`src/rtl/vliw_pkg.sv`:
```
// Shared types for the VLIW core writeback path.
package vliw_pkg;

    typedef logic [4:0]  reg_idx_t;
    typedef logic [31:0] word_t;

    typedef enum logic [1:0] {
        WB_LSU  = 2'd0,
        WB_IXU1 = 2'd1,
        WB_IXU2 = 2'd2
    } wb_slot_e;

    localparam int unsigned NUM_WB_PORTS = 3;

endpackage

```
`src/rtl/wb_slot.sv`:
```
// One writeback holding entry: accepts a result through valid/ready and
// keeps it until it retires; wb_hold freezes the entry in place.
module wb_slot
    import vliw_pkg::*;
(
    input  logic     clk,
    input  logic     rst_n,
    input  logic     res_valid,
    input  reg_idx_t res_rd,
    input  word_t    res_data,
    input  logic     wb_hold,
    output logic     res_ready,
    output logic     ent_valid,
    output reg_idx_t ent_rd,
    output word_t    ent_data
);

    logic     valid_q, valid_d;
    reg_idx_t rd_q, rd_d;
    word_t    data_q, data_d;
    logic     load;

    // A valid entry drains every non-held cycle, so it can be refilled at once.
    assign res_ready = !valid_q || !wb_hold;
    assign load      = res_valid && res_ready;

    // Next-state: load wins, otherwise drain unless held.
    always_comb begin
        valid_d = valid_q;
        rd_d    = rd_q;
        data_d  = data_q;
        if (load) begin
            valid_d = 1'b1;
            rd_d    = res_rd;
            data_d  = res_data;
        end else if (!wb_hold) begin
            valid_d = 1'b0;
        end
    end

    // Entry register.
    always_ff @(posedge clk or negedge rst_n) begin
        if (!rst_n) begin
            valid_q <= 1'b0;
            rd_q    <= '0;
            data_q  <= '0;
        end else begin
            valid_q <= valid_d;
            rd_q    <= rd_d;
            data_q  <= data_d;
        end
    end

    assign ent_valid = valid_q;
    assign ent_rd    = rd_q;
    assign ent_data  = data_q;

endmodule

```
`src/rtl/writeback_unit.sv`:
```
// Writeback stage: three holding entries, same-rd conflict resolution
// (IXU2 > IXU1 > LSU) and a per-register pending-write scoreboard.
// Optional feature: define WB_CONFLICT_CNT_EN to add the conflict_cnt port.
module writeback_unit
    import vliw_pkg::*;
#(
    parameter int unsigned NUM_REGS = 32,
    parameter int unsigned CNT_W    = 2
) (
    input  logic                clk,
    input  logic                rst_n,
    input  logic                lsu_res_valid,
    output logic                lsu_res_ready,
    input  reg_idx_t            lsu_res_rd,
    input  word_t               lsu_res_data,
    input  logic                ixu1_res_valid,
    output logic                ixu1_res_ready,
    input  reg_idx_t            ixu1_res_rd,
    input  word_t               ixu1_res_data,
    input  logic                ixu2_res_valid,
    output logic                ixu2_res_ready,
    input  reg_idx_t            ixu2_res_rd,
    input  word_t               ixu2_res_data,
    input  logic                iss_lsu_en,
    input  reg_idx_t            iss_lsu_rd,
    input  logic                iss_ixu1_en,
    input  reg_idx_t            iss_ixu1_rd,
    input  logic                iss_ixu2_en,
    input  reg_idx_t            iss_ixu2_rd,
    input  logic                wb_hold,
    output logic                lsu_wr_en,
    output reg_idx_t            lsu_rd,
    output word_t               lsu_wr_data,
    output logic                ixu1_wr_en,
    output reg_idx_t            ixu1_rd,
    output word_t               ixu1_wr_data,
    output logic                ixu2_wr_en,
    output reg_idx_t            ixu2_rd,
    output word_t               ixu2_wr_data,
    output logic [NUM_REGS-1:0] pend_busy,
    output logic [NUM_REGS-1:0] pend_full
`ifdef WB_CONFLICT_CNT_EN
    ,
    output logic [15:0]         conflict_cnt
`endif
);

    localparam logic signed [CNT_W+1:0] One    = {{(CNT_W + 1){1'b0}}, 1'b1};
    localparam logic signed [CNT_W+1:0] CntMax = {2'b00, {CNT_W{1'b1}}};

    logic [NUM_WB_PORTS-1:0] res_valid_v, res_ready_v, ent_valid, retire, wr_en_v, iss_en_v;
    reg_idx_t                res_rd_v [NUM_WB_PORTS];
    word_t                   res_data_v [NUM_WB_PORTS];
    reg_idx_t                ent_rd [NUM_WB_PORTS];
    word_t                   ent_data [NUM_WB_PORTS];
    reg_idx_t                iss_rd_v [NUM_WB_PORTS];
    logic                    lose_lsu, lose_ixu1;

    logic [CNT_W-1:0]        cnt_q [NUM_REGS];
    logic [CNT_W-1:0]        cnt_d [NUM_REGS];
    logic [NUM_REGS-1:0]     busy_q, busy_d, full_q, full_d;
    logic signed [CNT_W+1:0] acc;

    assign res_valid_v = {ixu2_res_valid, ixu1_res_valid, lsu_res_valid};
    assign iss_en_v    = {iss_ixu2_en, iss_ixu1_en, iss_lsu_en};

    assign res_rd_v[WB_LSU]    = lsu_res_rd;
    assign res_rd_v[WB_IXU1]   = ixu1_res_rd;
    assign res_rd_v[WB_IXU2]   = ixu2_res_rd;
    assign res_data_v[WB_LSU]  = lsu_res_data;
    assign res_data_v[WB_IXU1] = ixu1_res_data;
    assign res_data_v[WB_IXU2] = ixu2_res_data;
    assign iss_rd_v[WB_LSU]    = iss_lsu_rd;
    assign iss_rd_v[WB_IXU1]   = iss_ixu1_rd;
    assign iss_rd_v[WB_IXU2]   = iss_ixu2_rd;

    for (genvar g = 0; g < NUM_WB_PORTS; g++) begin : g_slot
        wb_slot u_slot (
            .clk       (clk),
            .rst_n     (rst_n),
            .res_valid (res_valid_v[g]),
            .res_rd    (res_rd_v[g]),
            .res_data  (res_data_v[g]),
            .wb_hold   (wb_hold),
            .res_ready (res_ready_v[g]),
            .ent_valid (ent_valid[g]),
            .ent_rd    (ent_rd[g]),
            .ent_data  (ent_data[g])
        );
    end

    assign lsu_res_ready  = res_ready_v[WB_LSU];
    assign ixu1_res_ready = res_ready_v[WB_IXU1];
    assign ixu2_res_ready = res_ready_v[WB_IXU2];

    // Commit: later bundle slot wins a same-rd collision; rd 0 never writes.
    always_comb begin
        retire    = ent_valid & {NUM_WB_PORTS{!wb_hold}};
        lose_ixu1 = retire[WB_IXU1] && (ent_rd[WB_IXU1] != '0) &&
                    retire[WB_IXU2] && (ent_rd[WB_IXU2] == ent_rd[WB_IXU1]);
        lose_lsu  = retire[WB_LSU] && (ent_rd[WB_LSU] != '0) &&
                    ((retire[WB_IXU1] && (ent_rd[WB_IXU1] == ent_rd[WB_LSU])) ||
                     (retire[WB_IXU2] && (ent_rd[WB_IXU2] == ent_rd[WB_LSU])));
        wr_en_v[WB_IXU2] = retire[WB_IXU2] && (ent_rd[WB_IXU2] != '0);
        wr_en_v[WB_IXU1] = retire[WB_IXU1] && (ent_rd[WB_IXU1] != '0) && !lose_ixu1;
        wr_en_v[WB_LSU]  = retire[WB_LSU] && (ent_rd[WB_LSU] != '0) && !lose_lsu;
    end

    assign lsu_wr_en    = wr_en_v[WB_LSU];
    assign lsu_rd       = ent_rd[WB_LSU];
    assign lsu_wr_data  = ent_data[WB_LSU];
    assign ixu1_wr_en   = wr_en_v[WB_IXU1];
    assign ixu1_rd      = ent_rd[WB_IXU1];
    assign ixu1_wr_data = ent_data[WB_IXU1];
    assign ixu2_wr_en   = wr_en_v[WB_IXU2];
    assign ixu2_rd      = ent_rd[WB_IXU2];
    assign ixu2_wr_data = ent_data[WB_IXU2];

    // Scoreboard next-state: count + issues - retirements, clamped; losers still retire.
    always_comb begin
        acc    = '0;
        busy_d = '0;
        full_d = '0;
        for (int r = 0; r < NUM_REGS; r++) begin
            acc = {2'b00, cnt_q[r]};
            for (int p = 0; p < NUM_WB_PORTS; p++) begin
                if (iss_en_v[p] && (iss_rd_v[p] == reg_idx_t'(r))) acc = acc + One;
                if (retire[p] && (ent_rd[p] == reg_idx_t'(r)))     acc = acc - One;
            end
            if (r == 0)              cnt_d[r] = '0;
            else if (acc[CNT_W+1])   cnt_d[r] = '0;
            else if (acc > CntMax)   cnt_d[r] = CntMax[CNT_W-1:0];
            else                     cnt_d[r] = acc[CNT_W-1:0];
            busy_d[r] = (cnt_d[r] != '0);
            full_d[r] = (cnt_d[r] == '1);
        end
    end

    // Scoreboard counters and their registered status flags.
    always_ff @(posedge clk or negedge rst_n) begin
        if (!rst_n) begin
            for (int r = 0; r < NUM_REGS; r++) cnt_q[r] <= '0;
            busy_q <= '0;
            full_q <= '0;
        end else begin
            for (int r = 0; r < NUM_REGS; r++) cnt_q[r] <= cnt_d[r];
            busy_q <= busy_d;
            full_q <= full_d;
        end
    end

    assign pend_busy = busy_q;
    assign pend_full = full_q;

`ifdef WB_CONFLICT_CNT_EN
    logic [1:0]  drop_cnt;
    logic [16:0] conflict_sum;
    logic [15:0] conflict_q, conflict_d;

    // Saturating count of writes dropped by conflict resolution.
    always_comb begin
        drop_cnt     = {1'b0, lose_lsu} + {1'b0, lose_ixu1};
        conflict_sum = {1'b0, conflict_q} + {15'd0, drop_cnt};
        conflict_d   = conflict_sum[16] ? 16'hFFFF : conflict_sum[15:0];
    end

    // Conflict counter register.
    always_ff @(posedge clk or negedge rst_n) begin
        if (!rst_n) conflict_q <= '0;
        else        conflict_q <= conflict_d;
    end

    assign conflict_cnt = conflict_q;
`endif

endmodule
```
`config.mk`:
```
export PLATFORM = sky130hd
export DESIGN_NAME = writeback_unit
export DESIGN_NICKNAME = d
export VERILOG_FILES = /design/src/rtl/vliw_pkg.sv /design/src/rtl/wb_slot.sv /design/src/rtl/writeback_unit.sv
export SDC_FILE = /design/constraint.sdc
export NUM_CORES = 1
export LEC_CHECK = 0
export ABC_AREA = 1
export ABC_CLOCK_PERIOD_IN_PS = 4100
export CAP_MARGIN = 30
export CELL_PAD_IN_SITES_DETAIL_PLACEMENT = 2
export CELL_PAD_IN_SITES_GLOBAL_PLACEMENT = 2
export CORE_UTILIZATION = 30
export DETAILED_ROUTE_END_ITERATION = 10
export PLACE_DENSITY_LB_ADDON = 0.1
export SYNTH_ARGS = -nofsm -noshare
export SYNTH_HDL_FRONTEND = slang
export SYNTH_SLANG_ARGS = --single-unit
```
`constraint.sdc`:
```
create_clock -name clk -period 4.1 [get_ports clk]
set_input_delay 0.615 -clock clk [delete_from_list [all_inputs] [get_ports clk]]
set_output_delay 0.615 -clock clk [all_outputs]
set_load 0.005 [all_outputs]
```
Word level (Yosys, flattened, before mapping). Cells that the tools add are included.

Register bits: 238. Bits of input ports: 135. Output and inout port bits: 181. Logic and storage cells: 978.

Add/subtract/negate cells: 186. Order comparisons: 31. Equality and inequality tests: 223. Muxes and demuxes: 252. Bitwise operators: 1. Reduce and logical (&&, ||, !) cells: 243.

Operators by type and width (count): $mux 4 (155); $eq 5x5->1 const B (96); $sub 4x2->4 const B (93); $add 4x2->4 const B (62); $eq 5x4->1 const B (48); $logic_and 1x1->1 (199); $gt 4x3->1 const B (31); $mux 2 (62); $eq 5x3->1 const B (24); $add 2x1->3 const B (31); $mux 3 (31); $eq 2x2->1 const B (31); $reduce_bool 2->1 (31); $eq 5x2->1 const B (12); $eq 5x1->1 const B (6); $eq 5x5->1 (3); $reduce_bool 5->1 (3); $logic_not 1->1 (6); $ne 2x1->1 const B (3); $logic_or 1x1->1 (4); $mux 1 (4); $and 3x3->3 (1).

Logic depth before layout (Yosys ltp).
Depth after elaboration: 17. Gate-level depth with buffers: 28.

Cells and area by module. A second synthesis with hierarchy kept.

Cells, all modules: 4676. Area total of the unflattened synthesis: 26186.4 sq um.

By module, submodules not included: writeback_unit (times used 1, cells each 4184, area an instance 21637.0 sq um, seq. area each 3103.0 sq um); wb_slot (times used 3, cells each 164, area an instance 1516.5 sq um, seq. area each 950.9 sq um).

Worst setup path after synthesis. Ideal clock, no wire load.

Path type: input-to-reg. From: in iss_lsu_en. To: reg busy_q[7] (netlist: pend_busy[7]). Setup time: 0.120 ns. Arrival: 3.821 ns. Path slack: 0.159 ns. Stages: 24. Path buffers: 2. Path through: inv_1 > nor2_1 > buf_4 > buf_4 > nand3_1 > nand2_1 > inv_1 > nand2_1 > nand2_1 > ha_1 > or2_2 > nand2_1 > ha_1 > or2_2 > nand2_1 > ha_1 > or2_2 > nand2_1 > ha_1 > nand2_1 > xor2_1 > nand2_1 > nand2_1 > nand2_1.

Word-level cells in the longest chain between the ends: 16.

Ends and longest elaborated chain: from (decl) (line writeback_unit.sv:24) `input logic iss_lsu_en,`; $logic_and 1x1->1 * (line writeback_unit.sv:127) `if (iss_en_v[p] && (iss_rd_v[p] == reg_idx_t'(r))) acc = acc + One;`; $mux 3 * (line writeback_unit.sv:127); $sub 4x2->4 (line writeback_unit.sv:128) `if (retire[p] && (ent_rd[p] == reg_idx_t'(r))) acc = acc - One;`; $mux 4 * (line writeback_unit.sv:128); $add 4x2->4 (line writeback_unit.sv:127); $mux 4 * (line writeback_unit.sv:127); $sub 4x2->4 (line writeback_unit.sv:128); $mux 4 * (line writeback_unit.sv:128); $add 4x2->4 (line writeback_unit.sv:127); $mux 4 * (line writeback_unit.sv:127); $sub 4x2->4 (line writeback_unit.sv:128); $mux 4 * (line writeback_unit.sv:128); $gt 4x3->1 (line writeback_unit.sv:132) `else if (acc > CntMax) cnt_d[r] = CntMax[CNT_W-1:0];`; $mux 2 (line writeback_unit.sv:132); $mux 2 * (line writeback_unit.sv:131) `else if (acc[CNT_W+1]) cnt_d[r] = '0;`; $reduce_bool 2->1 * (line writeback_unit.sv:134) `busy_d[r] = (cnt_d[r] != '0);`; via busy_d[7] (line writeback_unit.sv:61) `logic [NUM_REGS-1:0] busy_q, busy_d, full_q, full_d;`; to (signal assigned) (line writeback_unit.sv:147) `busy_q <= busy_d;`; to (decl) (line writeback_unit.sv:61).

Mark *: on every way through the listed nets, which the timed path passes. The rest lies on a longest branch. A chain may end at the register's enable or synchronous reset.

Final worst setup path.
From: reg g_slot[0].u_slot.valid_q. To: reg full_q[10] (netlist: pend_full[10]).

Word-level cells in the longest chain between the ends: 15.

Ends and longest elaborated chain: from (decl) (line wb_slot.sv:18) `logic valid_q, valid_d;`; from (signal assigned) (line wb_slot.sv:48) `valid_q <= valid_d;`; $and 3x3->3 * (line writeback_unit.sv:98) `retire = ent_valid & {NUM_WB_PORTS{!wb_hold}};`; $logic_and 1x1->1 * (line writeback_unit.sv:128); $mux 4 * (line writeback_unit.sv:128); $add 4x2->4 (line writeback_unit.sv:127); $mux 4 * (line writeback_unit.sv:127); $sub 4x2->4 (line writeback_unit.sv:128); $mux 4 * (line writeback_unit.sv:128); $add 4x2->4 (line writeback_unit.sv:127); $mux 4 * (line writeback_unit.sv:127); $sub 4x2->4 (line writeback_unit.sv:128); $mux 4 * (line writeback_unit.sv:128); $gt 4x3->1 (line writeback_unit.sv:132); $mux 2 (line writeback_unit.sv:132); $mux 2 * (line writeback_unit.sv:131); $eq 2x2->1 * (line writeback_unit.sv:135) `full_d[r] = (cnt_d[r] == '1);`; via full_d[10] (line writeback_unit.sv:61); to (signal assigned) (line writeback_unit.sv:148) `full_q <= full_d;`; to (decl) (line writeback_unit.sv:61).

Marks and branches as above.

==> run_results.csv <==
group,metric,value,unit
clock_network,clk_pin_slew,0.06,ns
outcome,status,"finished with violations",
timing,relSlewSlack,34.3,%
die,dieArea,86700,µm²
grt,grt_pass1_wl,213000,µm
worst_setup_path,path_max_fanout,3,
drt,drcViolationCount,0,
timing,post-route-period-util,109,%
yosys,synth_edf_count,0,
die,die_x,294,µm
grt,antenna_found_initial,4,
placement,pre_cts_ws,-1.12,ns
worst_setup_path,critPathSlowestCell,"dfrtp_2",
drt,routed_via_density,5.43,
die,die_h,294,µm
clock_network,numCtsBuffers,37,
clock_network,clockBufferDepth,3,
worst_setup_path,arrival,5.00,ns
drt,wl,179000,µm
timing,worst_pin_slew,0.982,ns
grt,first_global_vias,38207,
clock_network,cts.sinks,238,
finish,layout_commonest_cell,"nand2_1",
drt,ant_nets,0,
pwr,vdd_drop_max,442,µV
worst_setup_path,cpMostUsedCell,"nand2_1",
timing,fin_crit,4.47,ns
die,core_area,84100,µm²
placement,gp_congestion,0.918,
worst_setup_path,cpPeakStageDelay,0.45,ns
hold_path,hp-class,"in -> async",
placement,placed_cell_area,35300,µm²
clock_network,cts_root_buf,"clkbuf_16",
pwr,leakagePower,21.3,nW
outcome,violations,"setup timing",
finish,layout.nets,5765,
pwr,cellPowerDensity,536,nW/µm²
grt,overflow,0,
worst_setup_path,regToRegSetupSlack,-0.37,ns
drt,vias,36071,
yosys,synth-main-ff-cell,"dfrtp_1",
timing,hold_viol_final,0,
timing,rsz0062_at_grt,"true",
placement,hpwl,104000,µm
finish,area_delta_synth_final,51.3,%
worst_setup_path,critPathRequiredTime,4.63,ns
yosys,synth-compound-area-share,2.00,%
yosys,synthTopCellsByArea,"nand2_1 (24%), dfrtp_1 (23%), nand3_1 (12%)",
yosys,synthesis.area,25600,µm²
finish,fin_cells,6637,
die,ios,316,
timing,fin_ws,-0.366,ns
finish,mostFrequentLayoutCells,"nand2_1 (1472), inv_1 (766), buf_4 (701)",
clock_network,cts_tree,"built",
timing,slew_violations,0,
finish,fin_area,38800,µm²
yosys,synth_seq_cells,238,
placement,io_buffers,313,
timing,finClkSkew,0.0211,ns
timing,setup_viol,98,
clock_network,clock_latency,0.64,ns
yosys,synth_cell_types,37,
yosys,synthAdderAreaFrac,7.56,%
pwr,power,20.8,mW
drt,routedWlPerCell,26.9,µm
placement,placed_cells,6512,
worst_setup_path,crit_type,"reg -> reg",
yosys,synth_top_family_by_area,"simple AND/OR/NAND/NOR gates",
yosys,synthCells,4419,
clock_network,htreeDepth,2,
yosys,synth.top_cell.area_share,24.4,%
yosys,synth_top_cell_by_area,"nand2_1",
yosys,muxShareOfSynthArea,4.22,%
yosys,seq_area_frac_synth,23.2,%
finish,nFillCells,10302,
drt,drt_iter0_markers,1995,
grt,grt.total_usage,31.4,%
grt,grt_max_degree,96,
worst_setup_path,startpoint_type,"register",
run,maxCapViolCount,0,
yosys,synth_xor_area_share,0.785,%
drt,first_pass_iters,5,
yosys,yosysWarnings,0,
timing,fmax,0.224,GHz
worst_setup_path,critPathCaptureType,"register",
yosys,synth_area_per_cell,5.80,µm²
die,start_util,30.5,%
finish,fin_util,46.1,%
finish,drive_above_1_share,26.6,%
yosys,synthArstFlopShare,100,%
yosys,synth-simple-area-share,49.6,%
die,std_cell_rows,106,
## cells by family after synthesis
family / Yosys count
other cells: 1
compound gates: 94
buf+inv: 852
simple gates: 2960
flops: 238
xor+xnor: 23
mux: 96
fa+ha+maj: 155
## power breakdown
part / switching, mW / internal, mW / leakage, nW / total, mW
Combinational: 7.75 / 5.70 / 18.0 / 13.4
Clock: 1.57 / 1.84 / 0.585 / 3.41
Sequential: 0.826 / 3.09 / 2.70 / 3.92
Total: 10.1 / 10.6 / 21.3 / 20.8
## cell type report
| class | instances | area [µm²] | share of cell area (%) |
|---|---|---|---|
| multi-input combinational | 3330 | 18200 | 46.8 |
| timing repair buffer | 1051 | 8950 | 23.1 |
| sequential | 238 | 5970 | 15.4 |
| inverter | 817 | 3100 | 7.98 |
| tap | 1134 | 1420 | 3.66 |
| clock buffer | 48 | 1020 | 2.62 |
| clock inverter | 17 | 174 | 0.448 |
| antenna | 2 | 5.00 | 0.0129 |
## critical path, delay by kind of cell (launching register included)
family        cells  cell delay, ns
buf+inv           7            0.81
flops             1            0.45
fa+ha+maj         3            0.88
simple gates     18            2.22
## synthesized netlist by cell type (all sizes together) (3+ instances only)
| cell type | number |
|---|---|
| buf | 17 |
| a221oi | 3 |
| a21oi | 24 |
| nor3 | 12 |
| nand2 | 1726 |
| nor2 | 415 |
| and2 | 7 |
| or2 | 57 |
| o21ai | 52 |
| nand4 | 62 |
| xor2 | 22 |
| mux2 | 96 |
| nand3b | 50 |
| inv | 817 |
| nand3 | 631 |
| dfrtp | 238 |
| o22ai | 6 |
| clkbuf | 18 |
| o21bai | 4 |
| ha | 155 |
## path summary, 6_finish.rpt
path,startpoint,endpoint,cells after the start
min in group clk,g_slot[2].u_slot.ent_data[4]$_DFFE_PN0P_,g_slot[2].u_slot.ent_data[4]$_DFFE_PN0P_,1
worst max-delay path,g_slot[0].u_slot.ent_valid$_DFFE_PN0P_,pend_full[10]$_DFF_PN0_,28
worst max register to register,g_slot[0].u_slot.ent_valid$_DFFE_PN0P_,pend_full[10]$_DFF_PN0_,28
worst min-delay path,rst_n,pend_full[3]$_DFF_PN0_,2
worst min register to register,g_slot[2].u_slot.ent_data[4]$_DFFE_PN0P_,g_slot[2].u_slot.ent_data[4]$_DFFE_PN0P_,1
max in group asynchronous,rst_n,g_slot[2].u_slot.ent_data[6]$_DFFE_PN0P_,3
## registers in the layout, indices dropped and copies added (netlist names)
signal,count
g_slot.u_slot.ent_data,96
pend_full,31
g_slot.u_slot.ent_valid,3
g_slot.u_slot.ent_rd,15
pend_busy,31
cnt_q,62
## metrics by stage
step                      hold slack, ns  setup TNS (ns)
after CTS                          0.494               0
final                              0.484          -14.25
after detailed placement           0.497         -105.48
after global routing               0.527          -31.48
after global placement             0.486          -77.49
after floorplan                    0.319               0
## timing repair
action / CTS / global route
cloned: 0 / 0
gates resized for setup: 136 / 421
pin swaps: 32 / 117
hold buffers: 1 / 0
hold endpoints to repair: 37 / 0
setup buffers: 20 / 38
setup endpoints to repair: 124 / 124
## layer usage
metal / global-route usage, % / part of all wire, %
met4: 15.2 / 6.5
met5: 0 / 0.039
met2: 57.8 / 50
met3: 4.98 / 5.5
met1: 35.0 / 38
(Power assumes the default switching activity.)
==> RTL change (same settings) <==
Add a define of `WB_CONFLICT_CNT_EN`.
--- a/src/rtl/writeback_unit.sv
+++ b/src/rtl/writeback_unit.sv
@@ -1,6 +1,8 @@
 // Writeback stage: three holding entries, same-rd conflict resolution
 // (IXU2 > IXU1 > LSU) and a per-register pending-write scoreboard.
 // Optional feature: define WB_CONFLICT_CNT_EN to add the conflict_cnt port.
+`define WB_CONFLICT_CNT_EN
+
 module writeback_unit
     import vliw_pkg::*;
 #(
New outputs: conflict_cnt. Check against the original RTL: not settled (the Yosys comparison gave no result); the edit may change what the design does.
==> RTL change against the original RTL <==
- the run ends with negative hold slack, negative setup slack left
- non-clock buffer count down 9
- synthesized cell count up 3.9%
- routed wire length down 7.9%
- critical endpoint is now pend_busy[24]
- power down 3.6%
- setup slack better by 0.089 ns
- cell area up 0.51%
- sequential cell count up 16
- die area up 3.1%
- clock skew up 0.016 ns
- critical path depth up 2
- clock power up 12%
- area after synthesis up 3.1%
- core utilization down 1.3 points
- global-route usage down 2.2 points
==> RTL change: results (changes against the original RTL) <==
- Status: finished with violations
- Failing checks: negative hold slack, negative setup slack
- Vias post-DR: 35909 (-0.45%)
- Global-route wire length before repair: 207000 µm (-3.1%)
- Pre-CTS setup slack: -0.808 ns (+0.312 ns)
- Main synth FF type: dfrtp_1
- Max reg flops: 96 (unchanged)
- Layout fillers: 10734 (+4.2%)
- WHS: -0.0242 ns (-0.508 ns)
- Count of nets after finishing: 5919 (+2.7%)
- Placed insts: 6721 (+3.2%)
- GRT Total Usage: 29.2% (-2.2 points)
- Final Setup Violations: 80 (-18%)
- Max FO, Critical Path: 5 (+2)
- 1st-iter DRT viols: 1785 (-11%)
- Hpwl dp: 106000 µm (+1.3%)
- Seq/Total Area, Yosys: 24.0% (+0.81 points)
- GPL Wtd Cong: 0.901 (-1.8%)
- Hold Vio Cnt, Final: 5 (+5)
- Post-synth top cells: nand2_1 (1725), inv_1 (849), nand3_1 (755)
- Cell variety after synth: 39 (+5.4%)
- Worst Path Arrival: 4.90 ns (-0.10 ns)
- Fin Setup TNS: -5.87 ns (+8.38 ns)
- Peak VDD IR: 0.000379 V (-14%)
- Largest net degree at the start of global routing: 90 (-6.3%)
- Most area-consuming cells after synthesis: nand2_1 (24%), dfrtp_1 (24%), nand3_1 (14%), inv_1 (12%), ha_1 (7.4%)
- Final worst setup slack: -0.276 ns (+0.0891 ns)
- Slew margin rel.: 32.5% (-1.7 points)
- Clock skew: 0.0368 ns (+0.0156 ns)
- Num CTS Buffers: 39 (+5.4%)
- Via density: 5.27 (-3.1%)
- Share of layout cells above drive strength 1: 21.0% (-5.6 points)
- Worst path max stage delay: 0.30 ns (-0.15 ns)
- Sw Pwr: 9.22 mW (-9.2%)
- Worst Reg2Reg Path Length in Cells: 26 (-7.1%)
- Post-Route WL: 164000 µm (-7.9%)
- Initial antenna violation count: 6 (+2)
- Number of global-route vias before repair: 37817 (-1.0%)
- Clock latency at the later pin of the worst-skew pair: 0.66 ns (+0.02 ns)
## RTL change: cell types whose count changed in the layout (fill, tap and decap cells not counted), sizes merged, moves of 6 or more
cell           change
nand3b            -16
clkdlybuf4s50     +15
nand3            +125
or2                -9
xor2               -6
dfrtp             +16
nor2              +14
nand2              +8
buf               -25
inv               +39
nand4             -17
## RTL change: critical path, delay by kind of cell
family	cells	cell delay (ns)
AND/OR/NAND/NOR	18	2.16
adder cells (fa/ha/maj)	4	1.08
buffers and inverters	8	1.04
## RTL change: path summary, 6_finish.rpt
kind | startpoint | endpoint | slack, ns
setup / recovery | iss_lsu_rd[1] | pend_busy[24] | -0.28
hold / removal | rst_n | pend_full[31] | -0.02
setup reg to reg | g_slot[0].u_slot.ent_rd[0] | pend_busy[24] | -0.27
hold reg to reg | g_slot[2].u_slot.ent_data[13] | g_slot[2].u_slot.ent_data[13] | 0.51
max in group asynchronous | rst_n | cnt_q[48] | 3.06
min in group clk | g_slot[2].u_slot.ent_data[13] | g_slot[2].u_slot.ent_data[13] | 0.51
## RTL change: layout make-up
type	count	area (µm²)	share of cell area (%)
antenna	6	15.0	0.0385
clock buffer	50	1080	2.76
clock inverter	22	284	0.728
inverter	853	3210	8.24
multi-input combinational	3437	17700	45.4
sequential	254	6360	16.3
tap	1155	1450	3.71
timing repair buffer	1042	8900	22.8
## RTL change: power by group through the flow
stage,Combinational [mW],Sequential (mW),Clock (mW)
global route,13.2,4.09,3.97
floorplan,5.11,3.72,0
finish,12.1,4.05,3.83
CTS,10.8,3.96,3.85
detailed placement,10.6,3.96,0
global placement,9.81,3.91,0
## RTL change: cell families (layout without fill, tap and decap cells)
kind of cell,after synthesis,in the layout,synth area share [%]
AOI/OAI and AO/OA,93,93,1.89
DFF,254,254,24.0
xor gates and xnor gates,19,19,0.629
other,1,8,0.0142
and+or+nand+nor,3070,3070,48.9
buffers and inverters,900,1967,13.0
muxes,96,96,4.09
adders and majority gates,157,157,7.45
## RTL change: timing repair
| item | 4_1_cts | 5_1_grt |
|---|---|---|
| pin swaps | 4 | 48 |
| hold buffers | 0 | 0 |
| endpoints found under the setup margin | 89 | 125 |
| endpoints found under the hold margin | 0 | 0 |
| gates cloned | 0 | 1 |
| resized for setup | 44 | 279 |
| setup buffers | 2 | 16 |
## RTL change: layer usage
layer / vias up / global-route usage, % / share of wire [%] / wire, µm
met2: 996 / 53.4 / 51 / 84000
li1: 16344 / - / - / -
met1: 18107 / 33.8 / 38 / 62700
met5: - / 0 / 0 / 0
met4: 0 / 11.0 / 6.1 / 10000
met3: 462 / 4.89 / 4.7 / 7750
## RTL change: stage by stage
stage          power, mW  instance area (µm²)
3_3_place_gp        13.7                36400
2_1_floorplan       8.82                26500
6_report            20.0                39000
5_1_grt             21.3                39000
3_5_place_dp        14.5                36400
4_1_cts             18.6                37900
